==> config.mk <==
export PLATFORM = sky130hd
export DESIGN_NAME = mc_datapath_gen
export DESIGN_NICKNAME = d
export VERILOG_FILES = /design/src/rtl/mc_datapath_gen.sv
export SDC_FILE = /design/constraint.sdc
export NUM_CORES = 1
export LEC_CHECK = 0
export CORE_AREA = 2 2 242 244
export DETAILED_ROUTE_END_ITERATION = 10
export DIE_AREA = 0 0 244 246
export HOLD_SLACK_MARGIN = 0.1
export SLEW_MARGIN = 10
export SYNTH_ARGS = -nofsm -noshare
export SYNTH_HDL_FRONTEND = slang
export SYNTH_SLANG_ARGS = --single-unit
==> constraint.sdc <==
create_clock -name clk -period 13 [get_ports clk]
set_input_delay 3.9 -clock clk [delete_from_list [all_inputs] [get_ports clk]]
set_output_delay 3.9 -clock clk [all_outputs]
set_load 0.05 [all_outputs]
==> src/rtl/mc_datapath_gen.sv <==
// Parametrised multicycle RISC datapath with its own phase sequencer.
// Talks to a unified instruction/data memory over a req/ack port that tolerates wait states.
module mc_datapath_gen #(
  parameter int DW   = 16,
  parameter int AW   = 8,
  parameter int NREG = 8
) (
  input  logic          clk,
  input  logic          Rst,
  input  logic          start,
  output logic          mem_req,
  output logic          mem_we,
  output logic [AW-1:0] mem_addr,
  output logic [DW-1:0] mem_wdata,
  input  logic [DW-1:0] mem_rdata,
  input  logic          mem_ack,
  output logic [AW-1:0] pc_o,
  output logic [DW-1:0] ins_o,
  output logic [2:0]    psw_o,
  output logic [2:0]    state_o,
  output logic          halted
);

  localparam int RW = $clog2(NREG);

  localparam logic [3:0] OP_ADD  = 4'h0;
  localparam logic [3:0] OP_SUB  = 4'h1;
  localparam logic [3:0] OP_AND  = 4'h2;
  localparam logic [3:0] OP_OR   = 4'h3;
  localparam logic [3:0] OP_LI   = 4'h4;
  localparam logic [3:0] OP_LD   = 4'h5;
  localparam logic [3:0] OP_ST   = 4'h6;
  localparam logic [3:0] OP_BZ   = 4'h7;
  localparam logic [3:0] OP_JR   = 4'h8;
  localparam logic [3:0] OP_JAL  = 4'h9;
  localparam logic [3:0] OP_HALT = 4'hF;

  typedef enum logic [2:0] {
    S_IDLE   = 3'd0,
    S_FETCH  = 3'd1,
    S_DECODE = 3'd2,
    S_EXEC   = 3'd3,
    S_MEM    = 3'd4,
    S_WB     = 3'd5,
    S_HALT   = 3'd6
  } state_t;

  state_t          state;
  state_t          state_next;
  logic [AW-1:0]   pc;
  logic [DW-1:0]   ir;
  logic [DW-1:0]   a_q;
  logic [DW-1:0]   b_q;
  logic [DW-1:0]   alu_q;
  logic            flag_n;
  logic            flag_z;
  logic            flag_c;
  logic [DW-1:0]   regs [NREG];

  logic [3:0]      op;
  logic [RW-1:0]   rd;
  logic [RW-1:0]   rm;
  logic [7:0]      imm;
  logic            is_alu;
  logic            writes_rd;
  logic [DW:0]     sum;
  logic [DW-1:0]   alu_res;
  logic            alu_c;

  assign op        = ir[DW-1 -: 4];
  assign rd        = ir[DW-5 -: RW];
  assign rm        = ir[DW-5-RW -: RW];
  assign imm       = ir[7:0];
  assign is_alu    = (op == OP_ADD) || (op == OP_SUB) || (op == OP_AND) || (op == OP_OR);
  assign writes_rd = is_alu || (op == OP_LI) || (op == OP_LD) || (op == OP_JAL);

  // SUB is done as A + ~B + 1 so the carry out is the "no borrow" flag.
  always_comb begin
    sum     = '0;
    alu_res = '0;
    alu_c   = 1'b0;
    case (op)
      OP_ADD: begin
        sum     = {1'b0, a_q} + {1'b0, b_q};
        alu_res = sum[DW-1:0];
        alu_c   = sum[DW];
      end
      OP_SUB: begin
        sum     = {1'b0, a_q} + {1'b0, ~b_q} + {{DW{1'b0}}, 1'b1};
        alu_res = sum[DW-1:0];
        alu_c   = sum[DW];
      end
      OP_AND:  alu_res = a_q & b_q;
      OP_OR:   alu_res = a_q | b_q;
      OP_LI:   alu_res = DW'(imm);
      OP_JAL:  alu_res = DW'(pc);
      default: alu_res = '0;
    endcase
  end

  always_ff @(posedge clk or posedge Rst) begin
    if (Rst) state <= S_IDLE;
    else     state <= state_next;
  end

  // Memory outputs are decoded from registered state only, so they hold steady through wait states.
  always_comb begin
    state_next = state;
    mem_req    = 1'b0;
    mem_we     = 1'b0;
    mem_addr   = pc;
    mem_wdata  = a_q;
    case (state)
      S_IDLE, S_HALT: begin
        if (start) state_next = S_FETCH;
      end
      S_FETCH: begin
        mem_req = 1'b1;
        if (mem_ack) state_next = S_DECODE;
      end
      S_DECODE: begin
        state_next = (op == OP_HALT) ? S_HALT : S_EXEC;
      end
      S_EXEC: begin
        case (op)
          OP_LD, OP_ST: state_next = S_MEM;
          OP_BZ, OP_JR: state_next = S_FETCH;
          default:      state_next = S_WB;
        endcase
      end
      S_MEM: begin
        mem_req  = 1'b1;
        mem_we   = (op == OP_ST);
        mem_addr = AW'(b_q);
        if (mem_ack) state_next = (op == OP_LD) ? S_WB : S_FETCH;
      end
      S_WB: begin
        state_next = S_FETCH;
      end
      default: state_next = S_IDLE;
    endcase
  end

  // The PC already points past the current instruction by EXEC, which gives branch offsets and JAL links their base.
  always_ff @(posedge clk or posedge Rst) begin
    if (Rst) begin
      pc     <= '0;
      ir     <= '0;
      a_q    <= '0;
      b_q    <= '0;
      alu_q  <= '0;
      flag_n <= 1'b0;
      flag_z <= 1'b0;
      flag_c <= 1'b0;
      for (int i = 0; i < NREG; i++) regs[i] <= '0;
    end else begin
      case (state)
        S_IDLE, S_HALT: begin
          if (start) pc <= '0;
        end
        S_FETCH: begin
          if (mem_ack) begin
            ir <= mem_rdata;
            pc <= pc + AW'(1);
          end
        end
        S_DECODE: begin
          a_q <= regs[rd];
          b_q <= regs[rm];
        end
        S_EXEC: begin
          alu_q <= alu_res;
          if (is_alu) begin
            flag_n <= alu_res[DW-1];
            flag_z <= (alu_res == '0);
            flag_c <= alu_c;
          end
          if (op == OP_BZ && flag_z) pc <= pc + AW'($signed(imm));
          if (op == OP_JR || op == OP_JAL) pc <= AW'(b_q);
        end
        S_MEM: begin
          if (mem_ack && op == OP_LD) alu_q <= mem_rdata;
        end
        S_WB: begin
          if (writes_rd) regs[rd] <= alu_q;
        end
        default: ;
      endcase
    end
  end

  assign pc_o    = pc;
  assign ins_o   = ir;
  assign psw_o   = {flag_n, flag_z, flag_c};
  assign state_o = state;
  assign halted  = (state == S_HALT);

endmodule
==> results.txt <==
----------------------------------------------------
[Clock tree]
  Clock sink total ... 206
  Post-cts sizing count ... 0
  Worst-Skew Late Latency ... 520 ps
  CTS HTree Levels ... 1
  Quantity of hold-fixing buffers added after cts ... 0
  Number of setup buffers added after CTS ... 0
  Post-CTS clock slew at the launch and capture registers of the worst setup and hold paths ... 60 ps
  CTS tree ... built
  Clock Tree Buf Depth ... 3
  Root Buffer Master ... sky130_fd_sc_hd__clkbuf_16
  Number of CTS-inserted buffers ... 23

[Logic synthesis]
  Synth cell types ... 72
  Cells after Synth ... 1192
  Cell area after synthesis ... 13100 µm²
  Async SR Flop Fraction ... 100%
  Sequential element share of the synthesized area ... 39.3%
  Synth Net Count ... 1276
  Prevailing post-synth register cell ... sky130_fd_sc_hd__dfrtp_1
  Ranking of synthesized cells by area ... sky130_fd_sc_hd__dfrtp_1 39%, sky130_fd_sc_hd__mux2_2 12%, sky130_fd_sc_hd__mux4_2 11%
  Count of warnings emitted by yosys ... 0
  Post-synth EDFFs ... 0
  Synthesis-stage register bit count ... 206
  Area fraction of the dominant cell type after synthesis ... 39.3%
  Yosys top cell by area ... sky130_fd_sc_hd__dfrtp_1
  Per-instance average area after synthesis ... 11.0 µm²

[Placement]
  Port-buffer cells ... 76
  Post-DP HPWL ... 26900 µm
  Final weighted congestion in routability-driven placement ... 0.883

[Power and ir drop]
  Standby leakage power ... 6.82 nW
  Worst ir drop on vdd ... 0.139 mV
  Total power ... 4.25 mW
  Pwr per Cell Area ... 275 nW/µm²

[Floorplanning]
  Placeable Area ... 57400 µm²
  Site row count ... 88
  # IOs ... 77
  Initial Utilization ... 22.9%
  Width of the chip ... 244 µm
  Die area ... 60000 µm²
  Die Height ... 246 µm

[Cells and area]
  Area used by multi-input combinational logic ... 7430 µm²
  Leading cell types in the layout, fill and taps excluded ... 204 x sky130_fd_sc_hd__dfrtp_1, 143 x sky130_fd_sc_hd__mux2_2, 83 x sky130_fd_sc_hd__nor2_1
  Combined flip-flop and latch cell area ... 5160 µm²
  Count of fill cells added during filler insertion ... 5932
  Leading cell type in the layout, fill and taps excluded ... sky130_fd_sc_hd__dfrtp_1
  Share of post-route cells with drive strength above 1 ... 22.7%
  Layout-stage area growth over the synthesis result ... 17.9%
  Number of nets in the final layout ... 1315

[Timing]
  Fmax ... 0.137 GHz
  Hold Violations, Final ... 0
  Total setup violations reported at the end of the flow ... 0
  Measured slew at the worst slew-check pin ... 1160 ps
  Final-layout setup total negative slack ... 0 ps
  Setup repair after global routing missed its margin ... no
  Setup Skew ... 14.5 ps
  Final max-slew violation count ... 0
  Time the final worst path needs with I/O delays and setup ... 7300 ps
  Final Cycle Share ... 56.1%
  Relative slew margins ... 22.7%

[Global routing]
  Largest net degree at the start of global routing ... 133
  Gr usage total ... 13.0%
  Wire length of the first global-routing pass ... 60700 µm
  Vias in the first global route ... 9987
  Initial antenna violation count ... 2
  Global route total overflow ... 0

[Route]
  Met2 wire len ... 18200 µm
  Number of design rule violations left after detail routing ... 0
  Starting DRC count in detailed routing ... 672
  Met3 Routed Length ... 2700 µm
  Routed WL per cell ... 19.5 µm
  Total wire length ... 39200 µm
  Metal-1 WL ... 17100 µm
  Number of nets with antenna violations after detailed routing ... 0
  Initial DRT Pass Iterations ... 6
  Highest metal layer with signal wires ... met4
  Vias per Instance ... 4.92
  Via count ... 9891

[Worst setup path]
  Crit end category ... primary output
  Timing startpoint of the critical path ... state_o[0]
  Crit Path Max Fanout ... 32
  Kind of critical path ... reg -> out
  Critical Path RT ... 9100 ps
  Worst-case reg-to-reg path depth ... 13
  Sort of element at the start of the critical path ... flop
  Arrival time worst endpoint ... 3400 ps
  Crit Reg-Reg Startpoint ... mem_wdata[0]

[Run]
  Max_cap viols ... 0

[Worst hold path]
  Class of the tightest hold or removal check ... reg -> reg
  Hold wc startpoint ... flag_n
  Worst Hold Depth ... 2

[Run status]
  Result of the run ... finished clean

----------------------------------------------------
-- synth_stat cells (9+ instances only) --
master                     number
sky130_fd_sc_hd__dfrtp_1      206
sky130_fd_sc_hd__mux2_2       143
sky130_fd_sc_hd__nor2_1        84
sky130_fd_sc_hd__a21oi_1       72
sky130_fd_sc_hd__nand2_1       67
sky130_fd_sc_hd__mux4_2        64
sky130_fd_sc_hd__ha_1          61
sky130_fd_sc_hd__o21ai_0       60
sky130_fd_sc_hd__inv_1         56
sky130_fd_sc_hd__clkbuf_1      55
sky130_fd_sc_hd__mux2i_1       52
sky130_fd_sc_hd__nor3_1        23
sky130_fd_sc_hd__buf_1         17
sky130_fd_sc_hd__nor2b_1       15
sky130_fd_sc_hd__nand3_1       13
sky130_fd_sc_hd__nand2b_1      11
sky130_fd_sc_hd__o22ai_1       11
sky130_fd_sc_hd__a21o_1        10
sky130_fd_sc_hd__and3_1         9
-- final timing paths --
path                                endpoint  slack, ps
worst min register to register        flag_n        500
worst min-delay path                  flag_n        500
worst max register to register        flag_z       8610
worst max-delay path             mem_addr[5]       5700
min in group asynchronous       mem_wdata[5]       3990
max in group asynchronous           regs[79]       7460
-- worst max-delay path: stages (launching register included) --
cell and delay, ps:
sky130_fd_sc_hd__dfrtp_1 610, sky130_fd_sc_hd__clkinv_1 370, sky130_fd_sc_hd__nand2b_2 800, sky130_fd_sc_hd__nand2_1 110, sky130_fd_sc_hd__o21ai_0 110, sky130_fd_sc_hd__clkdlybuf4s50_1 850
-- where the power goes --
part           leakage [nW]  switching (mW)  internal, mW
registers              2.74           0.278         0.833
logic                  3.71            1.50         0.961
clock network         0.372           0.272         0.403
total                  6.82            2.05          2.20
-- registers in the layout, summed over array words and instances (netlist names) --
signal / cells
flag_z: 1
b_q: 16
flag_c: 1
flag_n: 1
state_o: 3
regs: 128
ins_o: 16
mem_wdata: 16
alu_q: 16
pc_o: 8
-- cells by family after synthesis --
kind of cell	count (synthesis)	synth area share (%)
simple gates	262	9.72
mux	260	27.3
compound gates	247	12.3
flops	206	39.3
buf+inv	141	4.26
fa+ha+maj	64	6.28
xor+xnor	12	0.802
-- cell type report --
class	count	area share, %
Timing Repair Buffer	98	5.99
Multi-Input combinational cell	845	48.1
Clock inverter	8	0.810
Sequential cell	206	33.4
Tap cell	765	6.19
Inverter	57	1.43
Clock buffer	28	4.10
Antenna cell	2	0.0324
-- layer usage --
metal  vias up  track usage, %
li1       4480               -
met1      4991            17.0
met2       352            21.2
met3        68            2.46
met4         0            4.72
met5         -               0
-- stage by stage --
step | util, % | hold WS [ps] | setup slack (ps) | std cells | cell area [µm²]
after floorplan | - | 446 | 3480 | 1192 | 13100
after global placement | 25.6 | 487 | 6360 | 1971 | 14700
after detailed placement | 25.6 | 485 | 6260 | 1971 | 14700
after CTS | 26.9 | 498 | 5700 | 2007 | 15400
after global routing | 26.9 | 540 | 5480 | 2008 | 15500
final | 26.9 | 496 | 5700 | 2009 | 15500
(Power assumes the default switching activity.)
